--- config.mk ---
export PLATFORM = sky130hd
export DESIGN_NAME = count_display_driver
export DESIGN_NICKNAME = d
export VERILOG_FILES = /design/src/rtl/cnt_disp_pkg.sv /design/src/rtl/seg7_decode.sv /design/src/rtl/count_display_driver.sv
export SDC_FILE = /design/constraint.sdc
export NUM_CORES = 1
export LEC_CHECK = 0
export CORE_UTILIZATION = 38
export DETAILED_ROUTE_END_ITERATION = 8
export GPL_TIMING_DRIVEN = 1
export SLEW_MARGIN = 30
export SYNTH_ARGS = -nofsm -noshare
export SYNTH_HDL_FRONTEND = slang
export SYNTH_SLANG_ARGS = --single-unit
--- constraint.sdc ---
create_clock -name clk -period 2.6 [get_ports clk]
set_input_delay 0.26 -clock clk [delete_from_list [all_inputs] [get_ports clk]]
set_output_delay 0.26 -clock clk [all_outputs]
set_load 0.02 [all_outputs]
--- src/rtl/cnt_disp_pkg.sv ---
// Shared constants and helpers for the counter display driver:
// seven-segment codes, digit enables and the binary-to-BCD split.
package cnt_disp_pkg;

   localparam int unsigned DIGIT_W = 4;
   localparam int unsigned SEG_W   = 7;
   localparam int unsigned AN_W    = 2;

   // Segment order {g,f,e,d,c,b,a}, active-high
   localparam logic [SEG_W-1:0] SEG_0     = 7'h3F;
   localparam logic [SEG_W-1:0] SEG_1     = 7'h06;
   localparam logic [SEG_W-1:0] SEG_2     = 7'h5B;
   localparam logic [SEG_W-1:0] SEG_3     = 7'h4F;
   localparam logic [SEG_W-1:0] SEG_4     = 7'h66;
   localparam logic [SEG_W-1:0] SEG_5     = 7'h6D;
   localparam logic [SEG_W-1:0] SEG_6     = 7'h7D;
   localparam logic [SEG_W-1:0] SEG_7     = 7'h07;
   localparam logic [SEG_W-1:0] SEG_8     = 7'h7F;
   localparam logic [SEG_W-1:0] SEG_9     = 7'h6F;
   localparam logic [SEG_W-1:0] SEG_BLANK = 7'h00;
   localparam logic [SEG_W-1:0] SEG_DASH  = 7'h40;

   localparam logic [AN_W-1:0] AN_ONES = 2'b01;
   localparam logic [AN_W-1:0] AN_TENS = 2'b10;

   typedef struct packed {
      logic [DIGIT_W-1:0] tens;
      logic [DIGIT_W-1:0] ones;
   } bcd_t;

   // 0..15 -> two BCD digits; tens is only ever 0 or 1
   function automatic bcd_t bcd_split(input logic [DIGIT_W-1:0] value);
      bcd_t r;
      if (value >= DIGIT_W'(10)) begin
         r.tens = DIGIT_W'(1);
         r.ones = value - DIGIT_W'(10);
      end else begin
         r.tens = '0;
         r.ones = value;
      end
      return r;
   endfunction

endpackage

--- src/rtl/seg7_decode.sv ---
// Combinational BCD digit to seven-segment decoder with a blanking input.
module seg7_decode
   import cnt_disp_pkg::*;
(
   input  logic [DIGIT_W-1:0] digit,
   input  logic               blank,
   output logic [SEG_W-1:0]   seg_c
);

   always_comb begin
      seg_c = SEG_DASH;
      if (blank) begin
         seg_c = SEG_BLANK;
      end else begin
         case (digit)
            4'd0:    seg_c = SEG_0;
            4'd1:    seg_c = SEG_1;
            4'd2:    seg_c = SEG_2;
            4'd3:    seg_c = SEG_3;
            4'd4:    seg_c = SEG_4;
            4'd5:    seg_c = SEG_5;
            4'd6:    seg_c = SEG_6;
            4'd7:    seg_c = SEG_7;
            4'd8:    seg_c = SEG_8;
            4'd9:    seg_c = SEG_9;
            default: seg_c = SEG_DASH;
         endcase
      end
   end

endmodule

--- src/rtl/count_display_driver.sv ---
// Samples an up/down counter, drives a 2-digit multiplexed seven-segment
// display with tens blanking, and detects/counts counter wrap events.
module count_display_driver
   import cnt_disp_pkg::*;
#(
   parameter int unsigned REFRESH_DIV = 4,
   parameter int unsigned WRAP_W      = 8
) (
   input  logic               clk,
   input  logic               reset,
   input  logic [DIGIT_W-1:0] count_in,
   input  logic               up_down,
   output logic [SEG_W-1:0]   seg,
   output logic [AN_W-1:0]    an,
   output logic               wrap_pulse,
   output logic               wrap_dir,
   output logic [WRAP_W-1:0]  wrap_count
);

   localparam int unsigned DIV_W = 16;
   localparam logic [DIV_W-1:0] DIV_LAST = DIV_W'(REFRESH_DIV - 1);

   logic [DIGIT_W-1:0] count_q;
   logic [DIGIT_W-1:0] prev_q;
   logic               dir_q;
   logic               samp_valid;
   logic               prev_valid;
   logic [DIV_W-1:0]   div_cnt;
   logic               sel;

   bcd_t               bcd_c;
   logic [DIGIT_W-1:0] digit_c;
   logic               blank_c;
   logic [SEG_W-1:0]   seg_next_c;
   logic               wrap_up_c;
   logic               wrap_dn_c;

   // Digit selection and tens blanking for the output register
   always_comb begin
      bcd_c   = bcd_split(count_q);
      digit_c = sel ? bcd_c.tens : bcd_c.ones;
      blank_c = sel && (bcd_c.tens == '0);
   end

   seg7_decode u_dec (
      .digit (digit_c),
      .blank (blank_c),
      .seg_c (seg_next_c)
   );

   // Direction is sampled alongside the value so it qualifies the same transition
   always_comb begin
      wrap_up_c = prev_valid && (prev_q == 4'd15) && (count_q == 4'd0)  &&  dir_q;
      wrap_dn_c = prev_valid && (prev_q == 4'd0)  && (count_q == 4'd15) && !dir_q;
   end

   // Sampler and refresh divider
   always_ff @(posedge clk) begin
      if (reset) begin
         count_q    <= '0;
         prev_q     <= '0;
         dir_q      <= 1'b0;
         samp_valid <= 1'b0;
         prev_valid <= 1'b0;
         div_cnt    <= '0;
         sel        <= 1'b0;
      end else begin
         count_q    <= count_in;
         prev_q     <= count_q;
         dir_q      <= up_down;
         samp_valid <= 1'b1;
         prev_valid <= samp_valid;
         if (div_cnt == DIV_LAST) begin
            div_cnt <= '0;
            sel     <= ~sel;
         end else begin
            div_cnt <= div_cnt + DIV_W'(1);
         end
      end
   end

   // Display output register
   always_ff @(posedge clk) begin
      if (reset) begin
         seg <= SEG_BLANK;
         an  <= AN_ONES;
      end else begin
         seg <= seg_next_c;
         an  <= sel ? AN_TENS : AN_ONES;
      end
   end

   // Wrap pulse, direction and saturating wrap counter
   always_ff @(posedge clk) begin
      if (reset) begin
         wrap_pulse <= 1'b0;
         wrap_dir   <= 1'b0;
         wrap_count <= '0;
      end else begin
         wrap_pulse <= wrap_up_c || wrap_dn_c;
         if (wrap_up_c || wrap_dn_c) begin
            wrap_dir <= wrap_up_c;
            if (wrap_count != '1) begin
               wrap_count <= wrap_count + WRAP_W'(1);
            end
         end
      end
   end

endmodule

Word level (Yosys, flattened, before mapping) --
Memories as Yosys holds them, arrays and structs flattened. A register that Yosys moved wholly into a read port is not among the register bits. Index checks and enable logic that the tools add are counted.
Operators by class: multiplexer cells 4, reductions and logical operators 15, $lt $le $gt $ge 1, bitwise gates (word level) 1, equality and inequality tests 4, add/subtract/negate cells 3
Operators with widths (count):
- $add A16 B1 Y16 const B | 1
- $eq A16 B2 Y1 const B | 1
- $logic_not A4 Y1 | 3
- $add A8 B1 Y8 const B | 1
- $eq A4 B4 Y1 const B | 2
- $ne A8 B8 Y1 const B | 1
- $logic_and A1 B1 Y1 | 7
- $mux W5 | 1
- $ge A4 B4 Y1 const B | 1
- $mux W4 | 1
- $reduce_or A2 Y1 | 2
- $sub A4 B4 Y4 const B | 1
- $mux W2 | 1
- $reduce_and A2 Y1 | 1
- $logic_not A1 Y1 | 1
- $logic_or A1 B1 Y1 | 1
- $mux W1 | 1
- $not A1 Y1 | 1
Storage, ports and cells: memories kept 1, ROM bits 112, input bits 7, register bits 40, logic and storage cells 40, output and inout bits 19
Memory list:
- (name not given) | depth 16, width 7, rd ports 1, clocked after Yosys merged registers in 1, wr ports 0, RTL line seg7_decode.sv:15 | case (digit)

Depth between registers and ports, before layout --
Gate-level depths: netlist of the first run.
depth in word-level cells 6, depth in mapped cells 9, mapped depth without buffers 8

Modules after synthesis --
From an unflattened synthesis of the first run, not the netlist that was laid out.
Unflattened totals: cells, all modules 234, area total of the unflattened synthesis 2083.2 um^2
By module, submodules not included:
- count_display_driver | sequential area each 940.9 um^2, instances 1, area an instance 1873.0 um^2, cells each 200
- seg7_decode | sequential area each 0.0 um^2, instances 1, area an instance 210.2 um^2, cells each 34

Least setup slack after synthesis of the first run --
No wires, ideal clock.
kind reg-to-reg, from reg count_q[1], to reg wrap_count[7], data required time 2.529 ns, path slack 0.739 ns, path buffers 1, clock period less this slack 1.861 ns, cell stages (with the launch flop) 7, setup time 0.071 ns, arrival time 1.790 ns, cell sequence dfxtp_1 -> or2_1 -> or3_1 -> buf_6 -> a21bo_4 -> or4_1 -> a21oi_1
On the way: word-level cells in the longest chain between the ends 5, elaborated cells between the ends (all ways) 8, classes of those cells 1 x eq/ne; 7 x reduce/logical
RTL lines:
- start, declared | RTL line count_display_driver.sv:23 | logic [DIGIT_W-1:0] count_q;
- start signal, assigned | RTL line count_display_driver.sv:68 | count_q <= count_in;
- $eq A4 B4 Y1 / $logic_not A4 Y1 (equally long branches) | RTL line count_display_driver.sv:54, count_display_driver.sv:53
- $logic_and A1 B1 Y1, on equally long branches (2 in series) | RTL line count_display_driver.sv:54, count_display_driver.sv:53
- $logic_or A1 B1 Y1 * | RTL line count_display_driver.sv:101 | if (wrap_up_c || wrap_dn_c) begin
- $reduce_and A2 Y1 (no line) *
- end signal, assigned | RTL line count_display_driver.sv:104 | wrap_count <= wrap_count + WRAP_W'(1);
- end, declared | RTL line count_display_driver.sv:17 | output logic [WRAP_W-1:0] wrap_count
Every way passes the cells marked *; elsewhere a longest branch is shown, timed or not. A chain may end at the register's enable or synchronous reset.

Worst setup path after layout of the first run --
Ends and elaborated chain as after synthesis.

==> metrics, run 1 <==
status=finished, final reports clean; Yosys cell types=39; gr usage total=approximately 14%; Required @ worst endpoint=~2.8 ns; vias in the first global route=approximately 1.5k; setup TNS=0 ns; Hold Startpoint=samp_valid$_DFF_P_; P per Cell Area=~560 nW/um^2; Worst R2R End=wrap_count[7]$_SDFFE_PP0P_; number of port buffers=25; Congestion Overflow GR=0; reg2reg start=count_q[1]$_SDFF_PP0_; drt wl/cell=~11 microns; Syn-to-layout area delta=20.5%; relative slew slack=63.0%; fmax=between 500 and 600 MHz; DP Area=roughly 2300 sq um; CTS tree=done; CP Class=flip-flop to flip-flop; DRT iter0 DRCs=61; cell family with most CP delay=simple AND/OR/NAND/NOR gates; Critical Path, Cell by Cell=or2_1 > or3_1 > a21bo_4 > or4_1 > a21oi_1; WP data arrival=2.23 ns; Post-DP HPWL=~2.6 mm; Tightest Pin Transition=between 0.5 and 0.6 ns; post_cts resized=0; Pleak=between 0.8 and 0.9 nW; Max Cap Viol=0; Slew Limit Fails=0; overall power=between 1 and 1.5 mW; row count=26; Period Utilization, post-route=about three quarters; die area=5560 sq um; Synth Register Bits=47; via count=roughly 1.5k; clk buf depth=2; post-synthesis adder-cell area fraction=roughly 5.6%; Critical Path Start Type=flip-flop; Sequential Power Share=roughly 56%; Mapped Cells=roughly 220; share of flip-flops with an asynchronous set or reset=0%; sequential-to-total area share from yosys stat=47.0%; Final GP Congestion=0.765; Max VDD drop=~0.00027 V; initial antenna violation count=0; nets@finish=267; layout cells sized above 1=4.76%; clock skew=between 0.01 and 0.015 ns; crit-path max FO=8; Final Hold Fails=0; R2R depth=5; Crit-path slowest cell=or3_1; Switching Share=25.6%; via/cell ratio=between 4 and 5; Synth Area in Compound Gates=approximately 11%; placed cells=roughly 310; largest net degree at the start of global routing=17; drt drc=0; hold slack=0.451 ns; Die W=74.6 microns; Die Span Y=74.6 microns; Slowest Stage Delay on Critical Path=0.48 ns; Initial Utilization=roughly two fifths; Reg2Reg Setup Slack=slightly above 0.6 ns; Post-Syn Area=2000 sq um; Clk Latency, worst-skew pair=between 0.3 and 0.4 ns; CP startpoint=count_q[1]$_SDFF_PP0_; crit path to=wrap_count[7]$_SDFFE_PP0P_; Yosys warnings=0; CTS Sinks=47; # setup viols final=0; clk slew on worst S/H paths=~0.09 ns; Routed WL=roughly 3.6 mm; RSZ-0062 raised after global routing=false; net count after synthesis=240; non-filler cells, final=322; first-pass GRT wire length=around 6 mm; diode count=0; clock root buffer=clkbuf_8; Clock Power Share=32.7%; CTS buffer count=5; syn_area_per_cell=a little under 9 sq um; Post-DRT Antenna Nets=0; CP Capture Type=flip-flop; switching power=0.349 mW; worst hold path type=flip-flop to flip-flop; core area=slightly above 5000 sq um; CP Buf/Inv Count=0; Pint=1.01 mW; Synth Area in XOR/XNOR=around 7%; number of detailed-route iterations in the first pass=4; number of synthesized flops with an enable pin=0; CP Depth=5; # fillers=~500; Finished Cell Area=2410 sq um; Comb pwr share=10.8%; Hold-fix buffers, CTS=0; Main synth FF type=dfxtp_1; post-synthesis mux area share=under 10%; minimum clock period=around 2 ns; largest family of logic cells by synthesized area=simple AND/OR/NAND/NOR gates; H-Tree Depth=2; I/O pin count=26; Post-CTS Setup Bufs=0; Simple-Gate Fraction of Synth Area=25.0%
## worst min path at each step
stage                            end  slack, ns  depth (start not counted)
6_report       prev_valid$_SDFF_PP0_       0.45                          1
5_1_grt        prev_valid$_SDFF_PP0_       0.49                          1
4_1_cts        div_cnt[0]$_SDFF_PP0_       0.46                          1
3_5_place_dp   prev_valid$_SDFF_PP0_       0.43                          1
3_3_place_gp   prev_valid$_SDFF_PP0_       0.43                          1
2_1_floorplan       an[1]$_SDFF_PP0_       0.34                          1
## Yosys cell counts (2+ instances only)
cell / instances / area share, %
dfxtp_1: 47 / 47
nor2_1: 28 / 5.3
nand2_1: 20 / 3.8
a21oi_1: 14 / 3.5
nor2b_1: 12 / 3.8
inv_1: 10 / 1.9
ha_1: 9 / 5.6
o21ai_0: 9 / 2.3
xnor2_1: 8 / 3.5
xor2_1: 8 / 3.5
nand3_1: 6 / 1.5
nand4_1: 6 / 1.9
clkbuf_1: 5 / 0.94
and3_1: 4 / 1.3
nor4_1: 4 / 1.3
or3_1: 4 / 1.3
nor3_1: 3 / 0.75
a211oi_1: 2 / 0.75
mux2i_1: 2 / 1.0
nand4b_1: 2 / 0.88
nor4b_1: 2 / 0.88
o22ai_1: 2 / 0.63
## cells in the final DEF (no fill, tap or decap), types with 8 or more instances in the layout
cell type	n
a21oi_1	14
clkdlybuf4s50_1	25
dfxtp_1	47
ha_1	9
inv_1	10
nand2_1	20
nor2_1	28
nor2b_1	12
o21ai_0	9
xnor2_1	8
xor2_1	8
## routing by layer
metal  up-vias  share of wire (%)  track usage (%)
met1       709                 49             17.1
met4         0                2.0             7.55
li1        813                  -                -
met3         6                2.9             3.39
met2        15                 46             24.5
met5         -                  0                0
## power by group through the flow
stage	Combinational (mW)	Clock (mW)	Sequential (mW)
global placement	0.148	0	0.785
floorplan	0.0760	0	0.799
finish	0.147	0.445	0.768
CTS	0.149	0.466	0.768
detailed placement	0.148	0	0.785
global route	0.166	0.490	0.773
## metrics by stage
step | utilization [%] | worst slack, ns
CTS | 47.5 | 0.597
global route | 47.5 | 0.483
detailed placement | 45.6 | 0.613
finish | 47.5 | 0.606
floorplan | - | 0.739
global placement | 45.6 | 0.687
## layout make-up
class	instances	area, sq um	share of cell area (%)
clock inverter	3	25.0	1.04
sequential	47	941	39.0
timing repair buffer	26	258	10.7
multi-input combinational	161	992	41.2
clock buffer	5	68.8	2.86
tap	70	87.6	3.63
inverter	10	37.5	1.56
## flip-flops by register name, summed over array words and instances (netlist names)
register and cells:
div_cnt 16, wrap_count 8, seg 7, count_q 4
prev_q 4, an 2, dir_q 1, prev_valid 1
samp_valid 1, sel 1, wrap_dir 1, wrap_pulse 1
## cell families after synthesis
logic type / count (synthesis)
simple gates: 98
flops: 47
compound gates: 36
xor+xnor: 16
buf+inv: 16
fa+ha+maj: 9
mux: 2
Power figures use the tool's default switching activity.
==> inputs of run 2 (changes only) <==
==> constraint.sdc (replaced) <==
create_clock -name clk -period 1.8 [get_ports clk]
set_input_delay 0.18 -clock clk [delete_from_list [all_inputs] [get_ports clk]]
set_output_delay 0.18 -clock clk [all_outputs]
set_load 0.02 [all_outputs]
==> run 2 against run 1 <==
Sequential power is 45% higher. Register-to-register slack worse by 0.54 ns. Maximum frequency increased by 15%. Critical path depth stayed put. Combinational power is 64% higher. Largest cell class unchanged. Global-route usage grew 0.91 points. Design area up 6.4%. Sequential share of layout area shrank 2.2 points.
==> metrics, run 2 (synthesis results as in run 1) <==
Pleak=0.973 nW (+10%); DP Area=2430 sq um (+4.9%); most frequent cells in the layout=44 x dfxtp_1, 28 x nor2_1, 25 x clkdlybuf4s50_1, 20 x nand2_1; Most flops, register=div_cnt; Finished Cell Area=2560 sq um (+6.4%); clk buf depth=2 (unchanged); clock root buffer=clkbuf_8; Max Cap Viol=0 (unchanged); Max VDD drop=0.000484 V (+80%); Post-CTS Setup Bufs=0 (unchanged); Congestion Overflow GR=0 (unchanged); final core occ=50.5% (+3.0 points); layout cells sized above 1=11.7% (+6.9 points); Syn-to-layout area delta=28.1%; # fillers=512 (-0.39%); I/O pin count=26 (unchanged); non-filler cells, final=335 (+4.0%); CP Buf/Inv Count=0 (unchanged); Largest register FFs=16 (unchanged); vias in the first global route=1508 (+2.9%); Slowest Stage Delay on Critical Path=0.41 ns (-0.07 ns); Post-DP HPWL=2.73 mm (+5.2%); P per Cell Area=849 nW/um^2 (+50%); drt wl/cell=11.2 microns (+1.9%); Routed WL=3.77 mm (+6.0%); crit-path max FO=8 (unchanged); fmax=577 MHz (+15%); DRT iter0 DRCs=61 (unchanged); Required @ worst endpoint=2.05 ns (-0.79 ns); drt drc=0 (unchanged); Post-DRT Antenna Nets=0 (unchanged); nets@finish=280 (+4.9%); Period Utilization, post-route=96.2% (+20 points); WP data arrival=1.98 ns (-0.25 ns); largest net degree at the start of global routing=20 (+3); Critical Path, Cell by Cell=nand4b_1 > or3_4 > a21bo_4 > or4_1 > a21oi_1; commonest non-fill, non-tap cell in the layout=dfxtp_1; relative slew slack=71.2% (+8.2 points); CTS tree=done; CP Capture Type=flip-flop; Hold-fix buffers, CTS=0 (unchanged); clk slew on worst S/H paths=0.09 ns (about the same); Critical Path Start Type=flip-flop; die area=5560 sq um (unchanged); H-Tree Depth=2 (unchanged); via count=1600 (+3.7%); placed cells=327 (+4.1%); Die Span Y=74.6 microns (unchanged); Final WS setup=0.0679 ns (-0.538 ns); Final Hold Fails=0 (unchanged); worst slack at placement=-0.00619 ns (-0.619 ns); CP Class=flip-flop to flip-flop; row count=26 (unchanged); first-pass GRT wire length=6.48 mm (+5.9%); largest registers=div_cnt x16, wrap_count x8, seg x7; overall power=2.18 mW (+60%); number of port buffers=25 (unchanged); number of detailed-route iterations in the first pass=4 (unchanged); CTS buffer count=5 (unchanged); gr usage total=15.4% (+0.91 points); cell family with most CP delay=simple AND/OR/NAND/NOR gates; CTS Sinks=47 (unchanged); worst hold path type=primary input to flip-flop; minimum clock period=1.73 ns (-0.262 ns); status=finished, final reports clean; Die W=74.6 microns (unchanged); via/cell ratio=4.78 (-0.33%); RSZ-0062 raised after global routing=true; core area=5070 sq um (unchanged); Clk Latency, worst-skew pair=0.31 ns (about the same); Initial Utilization=39.4% (unchanged); Tightest Pin Transition=0.429 ns (-0.123 ns); diode count=0 (unchanged); Final GP Congestion=0.784 (+2.5%); initial antenna violation count=0 (unchanged); Slew Limit Fails=0 (unchanged); clock skew=0.00865 ns (-0.00170 ns); Crit-path slowest cell=or3_4; # setup viols final=0 (unchanged)
run 2: worst reg2reg max path: cells and delay by family (launching register included):
| family | cells | cell delay (ns) |
|---|---|---|
| compound gates | 2 | 0.38 |
| flops | 1 | 0.33 |
| simple gates | 3 | 0.96 |
run 2: path summary, 6_finish.rpt:
path,startpoint,to,slack [ns],cells past startpoint
setup / recovery,count_q[3]$_SDFF_PP0_,wrap_count[7]$_SDFFE_PP0P_,0.07,5
hold / removal,count_in[1],count_q[1]$_SDFF_PP0_,0.41,2
hold reg to reg,samp_valid$_DFF_P_,prev_valid$_SDFF_PP0_,0.46,1
setup reg to reg,count_q[3]$_SDFF_PP0_,wrap_count[7]$_SDFFE_PP0P_,0.07,5
run 2: layout make-up:
cell class	instances	area (sq um)	area share [%]
multi-input cells	161	1000	39.2
clock buffers	6	82.6	3.22
clock inverters	2	38.8	1.51
flip-flops and latches	47	945	36.8
inverters	10	37.5	1.46
repair buffers	39	368	14.3
well taps	70	87.6	3.42
run 2: repair_timing:
| action | in CTS | in global routing |
|---|---|---|
| gates resized for setup | 2 | 3 |
| pin swaps | 1 | 3 |
| setup endpoints to repair | 2 | 10 |
run 2: power breakdown:
group | internal (mW) | switching (mW)
logic | 0.117 | 0.124
clock network | 0.457 | 0.373
registers | 1.08 | 0.0212
total | 1.66 | 0.518
run 2: routing by layer:
| layer | vias up | track usage, % | wire length [microns] | part of all wire (%) |
|---|---|---|---|---|
| li1 | 844 | - | - | - |
| met1 | 724 | 18.2 | 1850 | 49 |
| met2 | 25 | 25.5 | 1700 | 45 |
| met3 | 7 | 4.07 | 131 | 3.5 |
| met4 | 0 | 8.18 | 85 | 2.3 |
| met5 | - | 0 | 0 | 0 |
run 2: per-stage QoR:
| step | setup TNS (ns) | hold WS [ns] |
|---|---|---|
| 2_1_floorplan | -0.0417 | 0.263 |
| 3_3_place_gp | 0 | 0.428 |
| 3_5_place_dp | -0.00619 | 0.437 |
| 4_1_cts | 0 | 0.399 |
| 5_1_grt | -0.0167 | 0.417 |
| 6_report | 0 | 0.406 |
==> inputs of run 3 (changes only) <==
==> constraint.sdc (replaced) <==
create_clock -name clk -period 1.4 [get_ports clk]
set_input_delay 0.14 -clock clk [delete_from_list [all_inputs] [get_ports clk]]
set_output_delay 0.14 -clock clk [all_outputs]
set_load 0.05 [all_outputs]
==> run 3 against run 2 <==
The run now ends with negative setup slack left. Clock power shrank 5.7%. Design area up 24%. Cell count increased by 9.9%. First-iteration DRC count down 43%. Die area did not move. Flip-flop and latch count stayed put. Count of clock-buffer cells in the layout increased by 1. Hold slack got worse by 0.023 ns. Total power rose by 24%. Non-clock buffer count increased by 33. Highest routed layer unchanged.
==> metrics, run 3 (synthesis results as in run 1) <==
violated checks=negative setup slack; clk buf depth=2 (unchanged); Tightest Pin Transition=0.277 ns (-0.152 ns); vias in the first global route=1627 (+7.9%); initial antenna violation count=0 (unchanged); Die Span Y=74.6 microns (unchanged); Switching Share=27.6% (+3.8 points); Period Utilization, post-route=127% (+31 points); Worst R2R End=wrap_count[7]$_SDFFE_PP0P_; most frequent cells in the layout=54 x buf_4, 37 x dfxtp_1, 16 x nand2_1, 16 x nor2_1, 12 x nor2b_1; Final Hold Fails=0 (unchanged); Clock Power Share=28.9% (-9.2 points); Clk Latency, worst-skew pair=0.29 ns (-0.02 ns); Reg2Reg Setup Slack=-0.38 ns (-0.45 ns); minimum clock period=1.78 ns (+0.0523 ns); commonest non-fill, non-tap cell in the layout=buf_4; Worst Hold Endpoint=count_q[2]$_SDFF_PP0_; worst slack at placement=-0.473 ns (-0.467 ns); P per Cell Area=853 nW/um^2 (+0.49%); CP Depth=5 (unchanged); Slowest Stage Delay on Critical Path=0.41 ns (about the same); Hold Path Stages=2 (unchanged); WP data arrival=2.02 ns (+0.04 ns); CP Capture Type=flip-flop; gr usage total=16.5% (+1.1 points); number of detailed-route iterations in the first pass=4 (unchanged); Congestion Overflow GR=0 (unchanged); cell family with most CP delay=simple AND/OR/NAND/NOR gates; status=complete, but fails checks; crit-path max FO=7 (-1); CP Class=flip-flop to flip-flop; drt drc=0 (unchanged); via/cell ratio=4.78 (about the same); switching power=0.748 mW (+44%); drt wl/cell=12.2 microns (+8.5%); Most flops, register=div_cnt; # setup viols final=16 (+16); Required @ worst endpoint=1.64 ns (-0.41 ns); Post-DRT Antenna Nets=0 (unchanged); number of port buffers=25 (unchanged); Max VDD drop=0.000397 V (-18%); CTS tree=done; via count=1759 (+9.9%); Hold Startpoint=count_in[2]; Final GP Congestion=0.760 (-3.1%); CTS Sinks=47 (unchanged); Routed WL=4.49 mm (+19%); Final WS setup=-0.384 ns (-0.452 ns); RSZ-0062 raised after global routing=true; Critical Path, Cell by Cell=or2_1 > or3_4 > a21bo_4 > or4_4 > a21oi_2; Slew Limit Fails=0 (unchanged); I/O pin count=26 (unchanged); final core occ=62.5% (+12 points); largest registers=div_cnt x16, wrap_count x8, seg x7; Comb pwr share=18.5% (+7.4 points); CTS buffer count=5 (unchanged); Pleak=1.21 nW (+24%); diode count=0 (unchanged); first-pass GRT wire length=6.96 mm (+7.5%); fmax=560 MHz (-2.9%); clk slew on worst S/H paths=0.08 ns (about the same); H-Tree Depth=2 (unchanged); Syn-to-layout area delta=58.7%; CP Buf/Inv Count=0 (unchanged); Max Cap Viol=0 (unchanged); clock skew=0.00614 ns (-0.00251 ns); Critical Path Start Type=flip-flop; reg2reg start=count_q[2]$_SDFF_PP0_; Die W=74.6 microns (unchanged); relative slew slack=81.4% (+10 points); Initial Utilization=39.4% (unchanged); row count=26 (unchanged); Pint=1.96 mW (+18%); largest net degree at the start of global routing=16 (-20%); nets@finish=313 (+12%); clock root buffer=clkbuf_8; layout cells sized above 1=46.6% (+35 points); R2R depth=5 (unchanged); Sequential Power Share=52.6% (+1.8 points); core area=5070 sq um (unchanged); DRT iter0 DRCs=35 (-43%); Post-DP HPWL=2.98 mm (+9.4%); worst hold path type=primary input to flip-flop; Crit-path slowest cell=or4_4; Largest register FFs=16 (unchanged); die area=5560 sq um (unchanged); # fillers=441 (-14%)
==> run 3: power by group through the flow <==
| stage | Clock, mW | Sequential, mW | Combinational (mW) |
|---|---|---|---|
| 3_5_place_dp | 0 | 1.45 | 0.413 |
| 3_3_place_gp | 0 | 1.45 | 0.409 |
| 6_report | 0.783 | 1.42 | 0.501 |
| 4_1_cts | 0.810 | 1.42 | 0.448 |
| 5_1_grt | 0.855 | 1.43 | 0.537 |
| 2_1_floorplan | 0 | 1.55 | 0.149 |
==> run 3: timing repair <==
item,in CTS,in global routing
pin swaps,12,21
cloned,0,1
setup buffers,3,1
hold buffers,0,0
resized for setup,27,56
setup endpoints to repair,28,31
==> run 3: final cells by class <==
cell class / count / area, sq um / area share (%)
repair buffers: 72 / 684 / 21.6
multi-input cells: 161 / 1330 / 41.8
well taps: 70 / 87.6 / 2.76
inverters: 10 / 40.0 / 1.26
clock buffers: 7 / 76.3 / 2.40
clock inverters: 1 / 5.00 / 0.158
flip-flops and latches: 47 / 953 / 30.0
==> run 3: metrics by stage <==
step | hold WS (ns) | total power, mW | setup TNS (ns) | instance area [sq um] | instances
2_1_floorplan | 0.223 | 1.70 | -2.55 | 2030 | 224
3_3_place_gp | 0.421 | 1.86 | -3.56 | 2700 | 355
3_5_place_dp | 0.435 | 1.86 | -3.92 | 2700 | 355
4_1_cts | 0.377 | 2.68 | -2.38 | 2900 | 366
5_1_grt | 0.394 | 2.82 | -4.62 | 3170 | 368
6_report | 0.383 | 2.71 | -2.67 | 3170 | 368
==> run 3: routing by layer <==
metal / part of all wire (%) / up-vias / track usage, %
met5: 0 / - / 0
met4: 1.6 / 0 / 6.92
met3: 2.5 / 6 / 4.34
met2: 50 / 28 / 27.8
met1: 46 / 821 / 19.8
li1: - / 904 / -
==> run 3: worst max path at each step <==
| stage | startpoint | end | slack [ns] |
|---|---|---|---|
| 2_1_floorplan | count_q[2]$_SDFF_PP0_ | wrap_count[7]$_SDFFE_PP0P_ | -0.44 |
| 3_3_place_gp | count_q[2]$_SDFF_PP0_ | wrap_count[7]$_SDFFE_PP0P_ | -0.45 |
| 3_5_place_dp | count_q[2]$_SDFF_PP0_ | wrap_count[7]$_SDFFE_PP0P_ | -0.47 |
| 4_1_cts | count_q[2]$_SDFF_PP0_ | wrap_count[7]$_SDFFE_PP0P_ | -0.36 |
| 5_1_grt | count_q[2]$_SDFF_PP0_ | wrap_count[7]$_SDFFE_PP0P_ | -0.42 |
| 6_report | count_q[2]$_SDFF_PP0_ | wrap_count[7]$_SDFFE_PP0P_ | -0.38 |
==> run 3: worst register-to-register path: stages (launching register included) <==
cell	delay, ns
dfxtp_2	0.32
or2_1	0.22
or3_4	0.40
a21bo_4	0.25
or4_4	0.42
a21oi_2	0.12
